$ cat src/rtl/rle_pkg.sv
// Shared run-length word layout: {value, count}, value in the upper field.
// Used by the packer, the run-length FIFO and the unpacker.
package rle_pkg;

  localparam int VALUE_WIDTH_DEFAULT = 16;
  localparam int COUNT_WIDTH_DEFAULT = 16;
  localparam int DATA_WIDTH_DEFAULT  = VALUE_WIDTH_DEFAULT + COUNT_WIDTH_DEFAULT;

  // Field slices of a DATA_WIDTH word at the default widths
  localparam int VALUE_MSB = DATA_WIDTH_DEFAULT - 1;
  localparam int VALUE_LSB = COUNT_WIDTH_DEFAULT;
  localparam int COUNT_MSB = COUNT_WIDTH_DEFAULT - 1;
  localparam int COUNT_LSB = 0;

  // Largest count a word can carry; a count of 0 is never a legal word
  localparam logic [COUNT_WIDTH_DEFAULT-1:0] COUNT_MAX = '1;

  typedef struct packed {
    logic [VALUE_WIDTH_DEFAULT-1:0] value;
    logic [COUNT_WIDTH_DEFAULT-1:0] count;
  } rle_word_t;

endpackage

$ cat src/rtl/rle_out_slot.sv
// One-entry output register in front of the FIFO: a word loads, then drains
// when the FIFO is not full; a drain and a load in one cycle replace the word.
module rle_out_slot #(
  parameter int DATA_WIDTH = rle_pkg::DATA_WIDTH_DEFAULT
) (
  input  logic                  clk,
  input  logic                  reset,
  input  logic                  load,
  input  logic [DATA_WIDTH-1:0] load_word,
  input  logic                  full,
  output logic                  enqueue,
  output logic [DATA_WIDTH-1:0] data_out,
  output logic                  out_valid,
  output logic                  slot_free
);

  logic [DATA_WIDTH-1:0] out_word;

  assign enqueue   = out_valid & ~full;
  assign slot_free = ~out_valid | ~full;
  assign data_out  = out_word;

  // The packer only raises load while slot_free, so a pending word is never overwritten
  always_ff @(posedge clk) begin
    if (reset) begin
      out_valid <= 1'b0;
      out_word  <= '0;
    end else if (load) begin
      out_valid <= 1'b1;
      out_word  <= load_word;
    end else if (enqueue) begin
      out_valid <= 1'b0;
    end
  end

endmodule

$ cat src/rtl/rle_packer.sv
// Run-length encoder feeding the run-length FIFO: collapses repeated input
// values into {value, count} words and drives the FIFO enqueue side.
module rle_packer
  import rle_pkg::*;
#(
  parameter int VALUE_WIDTH = VALUE_WIDTH_DEFAULT,
  parameter int COUNT_WIDTH = COUNT_WIDTH_DEFAULT,
  parameter int DATA_WIDTH  = DATA_WIDTH_DEFAULT
) (
  input  logic                   clk,
  input  logic                   reset,
  input  logic                   in_valid,
  input  logic [VALUE_WIDTH-1:0] in_data,
  output logic                   in_ready,
  input  logic                   flush,
  output logic                   flush_done,
  input  logic                   full,
  output logic                   enqueue,
  output logic [DATA_WIDTH-1:0]  data_out,
  output logic                   busy
);

  localparam logic [COUNT_WIDTH-1:0] RUN_MAX = '1;

  logic                   run_active;
  logic [VALUE_WIDTH-1:0] run_value;
  logic [COUNT_WIDTH-1:0] run_count;
  logic                   out_valid;
  logic                   slot_free;
  logic                   flush_pending_emit;
  logic                   accept;
  logic                   extend;
  logic                   close_run;
  logic                   flush_emit;
  logic                   load;
  logic [DATA_WIDTH-1:0]  load_word;

  // Inputs take priority over flush; a flush only acts in an idle input cycle
  assign flush_pending_emit = flush & run_active & ~in_valid;
  assign in_ready           = slot_free & ~flush_pending_emit;
  assign accept             = in_valid & in_ready;
  assign extend             = run_active & (in_data == run_value) & (run_count != RUN_MAX);
  assign close_run          = accept & run_active & ~extend;
  assign flush_emit         = flush_pending_emit & slot_free;
  assign flush_done         = flush & ~in_valid & (~run_active | slot_free);
  assign load               = close_run | flush_emit;
  assign load_word          = {run_value, run_count};
  assign busy               = run_active | out_valid;

  always_ff @(posedge clk) begin
    if (reset) begin
      run_active <= 1'b0;
      run_value  <= '0;
      run_count  <= '0;
    end else if (accept) begin
      if (extend) begin
        run_count <= run_count + COUNT_WIDTH'(1);
      end else begin
        run_active <= 1'b1;
        run_value  <= in_data;
        run_count  <= COUNT_WIDTH'(1);
      end
    end else if (flush_emit) begin
      run_active <= 1'b0;
    end
  end

  rle_out_slot #(
    .DATA_WIDTH(DATA_WIDTH)
  ) u_out_slot (
    .clk       (clk),
    .reset     (reset),
    .load      (load),
    .load_word (load_word),
    .full      (full),
    .enqueue   (enqueue),
    .data_out  (data_out),
    .out_valid (out_valid),
    .slot_free (slot_free)
  );

endmodule

$ cat config.mk
export PLATFORM = sky130hd
export DESIGN_NAME = rle_packer
export DESIGN_NICKNAME = d
export VERILOG_FILES = /design/src/rtl/rle_pkg.sv /design/src/rtl/rle_out_slot.sv /design/src/rtl/rle_packer.sv
export SDC_FILE = /design/constraint.sdc
export NUM_CORES = 1
export LEC_CHECK = 0
export ABC_AREA = 1
export BUFFER_PORTS_ARGS = -buffer_cell sky130_fd_sc_hd__buf_4
export CAP_MARGIN = 0
export CORE_ASPECT_RATIO = 0.9
export CORE_MARGIN = 1.5
export CORE_UTILIZATION = 45
export DETAILED_ROUTE_END_ITERATION = 7
export PLACE_DENSITY = 0.66
export SLEW_MARGIN = 20
export SYNTH_ARGS = -nofsm -noshare
export SYNTH_HDL_FRONTEND = slang
export SYNTH_HIERARCHICAL = 1
export SYNTH_SLANG_ARGS = --single-unit
$ cat constraint.sdc
create_clock -name clk -period 5.7 [get_ports clk]
set_clock_uncertainty 0.1 [all_clocks]
set_input_delay 0.57 -clock clk [delete_from_list [all_inputs] [get_ports clk]]
set_output_delay 0.57 -clock clk [all_outputs]
set_load 0.005 [all_outputs]
==> results of run 1 <==
==> per-stage QoR <==
stage	total power (W)	instance area (sq um)	utilization	instances	setup WS, ps
after floorplan	0.000632	3300	-	507	3730
after global placement	0.000689	3700	0.523	638	3010
after detailed placement	0.000693	3700	0.523	638	2980
after CTS	0.00118	3950	0.558	654	3150
after global routing	0.00123	3950	0.558	654	2920
final	0.00117	3950	0.558	654	3140
==> final cells by class <==
class,instances,area [sq um]
clock inverter,6,113
timing repair buffer,57,428
clock buffer,10,138
fill,737,3130
sequential,66,1320
inverter,83,312
multi-input combinational,339,1520
tap,93,116
==> critical path: cells and delay by family (launching register included) <==
family                     cells  cell delay [ps]
DFF                            1              380
adders and majority gates      1              230
buffers and inverters          1              500
AOI/OAI and AO/OA              1              130
and+or+nand+nor               10             1110
==> placed cells by master, fill, tap and decap left out, drive strengths merged, types with 2 or more instances in the layout <==
cell type and count:
inv 84, a21oi 19, nand2 146, xor2 5, nand3 25, buf 57
clkbuf 10, clkinv 2, o21ai 7, dfxtp 66, bufinv 3, nand4 5
nor2 121, o22ai 3
==> worst paths after layout <==
| check | endpoint | slack (ps) | cells past startpoint |
|---|---|---|---|
| max reg2reg | u_out_slot/data_out[19]$_SDFFE_PP0P_ | 3140 | 13 |
| min reg2reg | u_out_slot/data_out[11]$_SDFFE_PP0P_ | 370 | 2 |
| min | u_out_slot/out_valid$_SDFFE_PP0P_ | 320 | 2 |
| max | u_out_slot/data_out[19]$_SDFFE_PP0P_ | 3140 | 13 |
==> power groups by stage <==
stage | clock, W | combinational [W] | sequential [W]
floorplan | 0 | 0.000110 | 0.000522
global placement | 0 | 0.000164 | 0.000525
detailed placement | 0 | 0.000167 | 0.000526
CTS | 0.000499 | 0.000167 | 0.000515
global route | 0.000520 | 0.000190 | 0.000519
finish | 0.000487 | 0.000166 | 0.000516
==> state kept, by name, indices dropped and copies added, names as in the netlist <==
signal,count
u_out_slot/data_out,32
run_count,16
run_value,16
run_active,1
u_out_slot/out_valid,1
==> logic make-up after synthesis <==
family,synth area share
simple gates,0.384
buf+inv,0.141
flops,0.401
compound gates,0.0516
xor+xnor,0.0159
mux,0.00304
fa+ha+maj,0.00379
==> metal layers <==
layer | GRT usage | up-vias
li1 | - | 1610
met1 | 0.301 | 1238
met2 | 0.239 | 74
met3 | 0.0534 | 4
met4 | 0.0510 | 0
met5 | 0 | -
==> results.cfg, run 1 <==
[logic_synthesis]
post-synth-top-count-cell = sky130_fd_sc_hd__nand2_1
synth_top_flop_cell = sky130_fd_sc_hd__dfxtp_1
netlist-cell-type-count = 31
syn-mean-instance-area_sq_um = 6.50
netlist_instances = 507
summed_instance_area_of_the_synthesized_netlist_sq_mm = 0.00330
synth-warning-count = 6
ys_seq_area_frac = 0.401
ys_seq_elements = 66
netlist.top_cell.by_area = sky130_fd_sc_hd__dfxtp_1
synth_commonest_cells = sky130_fd_sc_hd__nand2_1 (141), sky130_fd_sc_hd__nor2_1 (107), sky130_fd_sc_hd__inv_1 (82)
yosys.area.top_type_share = 0.401
synthTopCellsByArea = sky130_fd_sc_hd__dfxtp_1 (40%), sky130_fd_sc_hd__nand2_1 (16%), sky130_fd_sc_hd__nor2_1 (12%), sky130_fd_sc_hd__inv_1 (9.3%), sky130_fd_sc_hd__nand3_1 (3.6%)
synth-edff-count = 0
ys_async_sr_fraction = 0
synth_nets = 529

[route]
number_of_design_rule_violations_left_after_detail_routing = 0
maxUsedRoutingLayer = met4
met2WireLength_um = 2610
antenna_violating_nets_post_route = 0
totalWireLength_um = 6980
detailed_route_vias_per_instance = 4.47
wl_on_met1_um = 3870
count_of_tritonroute_iterations_in_the_first_routing_pass = 4
wl_met3_um = 456
initial_detailed_routing_violation_count = 166
avgRoutedWirePerCell_um = 10.7
route.vias.total = 2926

[clock_tree]
tritoncts = done
clk_pin_slew_worst_paths_ps = 70
postCtsHoldBufs = 0
post_cts.repair.setup_buffers = 0
clkLatencyLatePin_ps = 340
post_cts_resize_count = 0
cts_inserted_buffers = 9
cts-root-to-sink-buffers = 2
cts_max_level = 3
clock_sink_count = 66
cts.root.buffer_cell = sky130_fd_sc_hd__clkbuf_8

[timing]
max_freq_mhz = 390
period_needed_ps = 2560
hold_ws_ps = 319
rsz0062_at_grt = false
setup_viol_count_final = 0
setup_total_negative_slack_ps = 0
worst-slew-pin-transition_ps = 938
drv_slew = 0
post-route-period-util = 0.450
slew-limit-headroom = 0.374
hold_vio_cnt_final = 0

[grt]
grt_pass1_vias = 2470
grt_pass1_wl_um = 11700
grt.overflow.total = 0
maximum_number_of_pins_on_one_net_before_global_route_repair = 66
antenna_found_initial = 0
track_usage = 0.188

[critical_path]
critical-path-slowest-cell = sky130_fd_sc_hd__buf_4
setup.worst_path.start_class = flop
crit_type = reg2reg
crit_fanout = 65
worstPathCellList = ha_1 > nand2_1 > nor2_1 > nand2_1 > nor2_1 > nor2_1 > nand3_4 > nand2_4 > o21ai_4 > buf_4 > nand2_1 > nand2_1 > nor2_1
cp.required_ps = 5830
endpoint_kind = flop
rr_startpoint = run_count[1]$_SDFFE_PP0P_
worst_ep_arrival_time_ps = 2700
critPathMaxStageDelay_ps = 500
setup.worst_path.start = run_count[1]$_SDFFE_PP0P_

[floorplanning]
floorplan.die.height_um = 84.2
floorplan.die_area_sq_mm = 0.00785
floorplan.die.width_um = 93.2
initial_core_util = 0.466
placementRows = 29
io_pins = 57
core_area_sq_mm = 0.00708

[power_and_ir_drop]
p_leak_nw = 1.87
netSwitchingPower_w = 0.000296
p_int_w = 0.000873
power.sequential.fraction = 0.441
vdd_drop_max_mv = 0.158
power.density_mw_per_mm2 = 296
comb_power_share = 0.142
netSwitchingFraction = 0.253
clkPwrFrac = 0.417

[placed_design]
gpl.final_weighted_congestion = 0.841
post-dp-hpwl_um = 4960
portBuffers = 56

[worst_hold_path]
worstHoldPathType = in2reg
hp-start = reset

[finish]
antennaDiodeCount = 0
fin_nets = 578
area_growth_syn_to_layout_pct = 19.8
drive_above_1_share = 0.173

[outcome]
run_status = completed

[run]
timing.max_cap.violations = 0
No activity file was read; power rests on OpenSTA's default activity.
==> run 2: changes to the inputs <==
--- a/config.mk
+++ b/config.mk
@@ -12,7 +12,7 @@
 export CORE_MARGIN = 1.5
 export CORE_UTILIZATION = 45
 export DETAILED_ROUTE_END_ITERATION = 7
-export PLACE_DENSITY = 0.66
+export PLACE_DENSITY = 0.69
 export SLEW_MARGIN = 20
 export SYNTH_ARGS = -nofsm -noshare
 export SYNTH_HDL_FRONTEND = slang
==> constraint.sdc (replaced) <==
create_clock -name clk -period 2.35 [get_ports clk]
set_clock_uncertainty 0.1 [all_clocks]
set_input_delay 0.235 -clock clk [delete_from_list [all_inputs] [get_ports clk]]
set_output_delay 0.235 -clock clk [all_outputs]
set_load 0.005 [all_outputs]
==> run 2 against run 1 <==
Sequential share of layout area shrank 0.54 points. First-iteration DRC count grew 13%. Power grew 140%. Worst hold slack lost 190 ps. Critical path type unchanged. Critical endpoint is now u_out_slot/data_out[3]$_SDFFE_PP0P_. Largest power group unchanged.
==> results.cfg, run 2 (synthesis gave the netlist of run 1 again) <==
[floorplanning]
initial_core_util = 0.466
floorplan.die_area_sq_mm = 0.00785
placementRows = 29
core_area_sq_mm = 0.00708
io_pins = 57
floorplan.die.height_um = 84.2
floorplan.die.width_um = 93.2

[critical_path]
worst_ep_arrival_time_ps = 2160
endpoint_kind = flop
setup.worst_path.start_class = flop
worstPathCellList = ha_1 > nand2_1 > nor2_1 > nand2_1 > nor2_1 > nor2_1 > nand3_4 > nand2_4 > o21ai_4 > buf_12 > nand2_1 > nand2_1 > nor2_1
crit_type = reg2reg
critical-path-slowest-cell = sky130_fd_sc_hd__dfxtp_1
critPathTopFamily = simple AND/OR/NAND/NOR gates
cp.required_ps = 2500
worstPathBufferInverterCount = 1
depth_of_the_worst_register_to_register_path = 13
rr_startpoint = run_count[0]$_SDFFE_PP0P_
crit_fanout = 37
setup.worst_path.start = run_count[0]$_SDFFE_PP0P_
cp_num_cells = 13
critPathMaxStageDelay_ps = 410

[timing]
rsz0062_at_grt = false
setup_total_negative_slack_ps = 0
slew-limit-headroom = 0.720
setup_viol_count_final = 0
drv_slew = 0
hold_ws_ps = 125
worst-slew-pin-transition_ps = 420
max_freq_mhz = 497
post-route-period-util = 0.857
postLayoutSetupSlackWorst_ps = 336
hold_vio_cnt_final = 0
period_needed_ps = 2010

[route]
totalWireLength_um = 7230
route.vias.total = 3011
number_of_design_rule_violations_left_after_detail_routing = 0
antenna_violating_nets_post_route = 0
avgRoutedWirePerCell_um = 11.0
detailed_route_vias_per_instance = 4.56
count_of_tritonroute_iterations_in_the_first_routing_pass = 4
initial_detailed_routing_violation_count = 187

[power_and_ir_drop]
comb_power_share = 0.149
p_leak_nw = 1.89
netSwitchingPower_w = 0.000746
p_int_w = 0.00210
power.density_mw_per_mm2 = 709
vdd_drop_max_mv = 0.372
power.sequential.fraction = 0.438
netSwitchingFraction = 0.262
clkPwrFrac = 0.413

[clock_tree]
post_cts.repair.setup_buffers = 0
post_cts_resize_count = 0
cts.root.buffer_cell = sky130_fd_sc_hd__clkbuf_8
clk_pin_slew_worst_paths_ps = 80
clkLatencyLatePin_ps = 350
tritoncts = done
cts_max_level = 3
clock_sink_count = 66
cts_inserted_buffers = 9
cts-root-to-sink-buffers = 2

[placed_design]
portBuffers = 56
placed_cell_count = 643
gpl.final_weighted_congestion = 0.846
post-dp-hpwl_um = 5170
detailedPlace.worstSlack_ps = 353
detailed_place.area_sq_mm = 0.00376

[finish]
final_cell_mix = sky130_fd_sc_hd__nand2_1 (141), sky130_fd_sc_hd__nor2_1 (107), sky130_fd_sc_hd__inv_1 (82)
area_growth_syn_to_layout_pct = 21.8
mostFrequentLayoutCell = sky130_fd_sc_hd__nand2_1
filler_cell_count = 690
finalInstanceArea_sq_mm = 0.00402
antennaDiodeCount = 0
drive_above_1_share = 0.178
fin_nets = 584
number_of_flip_flops_under_the_largest_register_name = 32
instances_no_fill = 660

[grt]
antenna_found_initial = 0
grt_pass1_wl_um = 12100
grt_pass1_vias = 2549
grt.overflow.total = 0
track_usage = 0.197
maximum_number_of_pins_on_one_net_before_global_route_repair = 38

[outcome]
run_status = completed

[worst_hold_path]
hp-start = in_data[7]
min_path_cells = 5
worstHoldPathType = in2reg

[run]
timing.max_cap.violations = 0
[run 2: routing by layer]
| metal | vias to the layer above | track usage | wire [um] |
|---|---|---|---|
| li1 | 1622 | - | - |
| met1 | 1292 | 0.311 | 3860 |
| met2 | 90 | 0.256 | 2850 |
| met3 | 7 | 0.0498 | 453 |
| met4 | 0 | 0.0620 | 65 |
| met5 | - | 0 | 0 |
[run 2: worst paths after layout]
path	to	slack, ps
setup / recovery	u_out_slot/data_out[3]$_SDFFE_PP0P_	340
hold / removal	run_value[7]$_SDFFE_PP0P_	130
setup reg to reg	u_out_slot/data_out[3]$_SDFFE_PP0P_	340
hold reg to reg	u_out_slot/data_out[10]$_SDFFE_PP0P_	370
[run 2: what timing repair did]
item                                    CTS  global route
endpoints found under the setup margin    0             0
hold buffers                              1             0
endpoints found under the hold margin     1             0
[run 2: through the flow]
step / utilization / total power [W]
2_1_floorplan: - / 0.00153
3_3_place_gp: 0.532 / 0.00168
4_1_cts: 0.567 / 0.00287
3_5_place_dp: 0.532 / 0.00170
6_report: 0.567 / 0.00285
5_1_grt: 0.567 / 0.00298
[run 2: final cells by class]
class	instances	area, sq um	share of cell area
tap	93	116	0.0290
clock inverter	6	115	0.0287
multi-input combinational	339	1520	0.379
inverter	83	312	0.0776
sequential	66	1320	0.329
clock buffer	10	128	0.0318
timing repair buffer	63	500	0.125
[run 2: worst reg2reg max path, stage by stage (launching register included)]
cell and delay (ps):
sky130_fd_sc_hd__dfxtp_1 410, sky130_fd_sc_hd__ha_1 230, sky130_fd_sc_hd__nand2_1 80, sky130_fd_sc_hd__nor2_1 110, sky130_fd_sc_hd__nand2_1 60, sky130_fd_sc_hd__nor2_1 90
sky130_fd_sc_hd__nor2_1 70, sky130_fd_sc_hd__nand3_4 100, sky130_fd_sc_hd__nand2_4 80, sky130_fd_sc_hd__o21ai_4 200, sky130_fd_sc_hd__buf_12 210, sky130_fd_sc_hd__nand2_1 90
sky130_fd_sc_hd__nand2_1 60, sky130_fd_sc_hd__nor2_1 40
[run 2: power groups by stage]
| stage | Sequential, W | Combinational (W) | Clock [W] |
|---|---|---|---|
| after floorplan | 0.00127 | 0.000266 | 0 |
| after global placement | 0.00127 | 0.000415 | 0 |
| after detailed placement | 0.00127 | 0.000423 | 0 |
| after CTS | 0.00125 | 0.000426 | 0.00119 |
| after global routing | 0.00126 | 0.000486 | 0.00124 |
| final | 0.00125 | 0.000424 | 0.00118 |
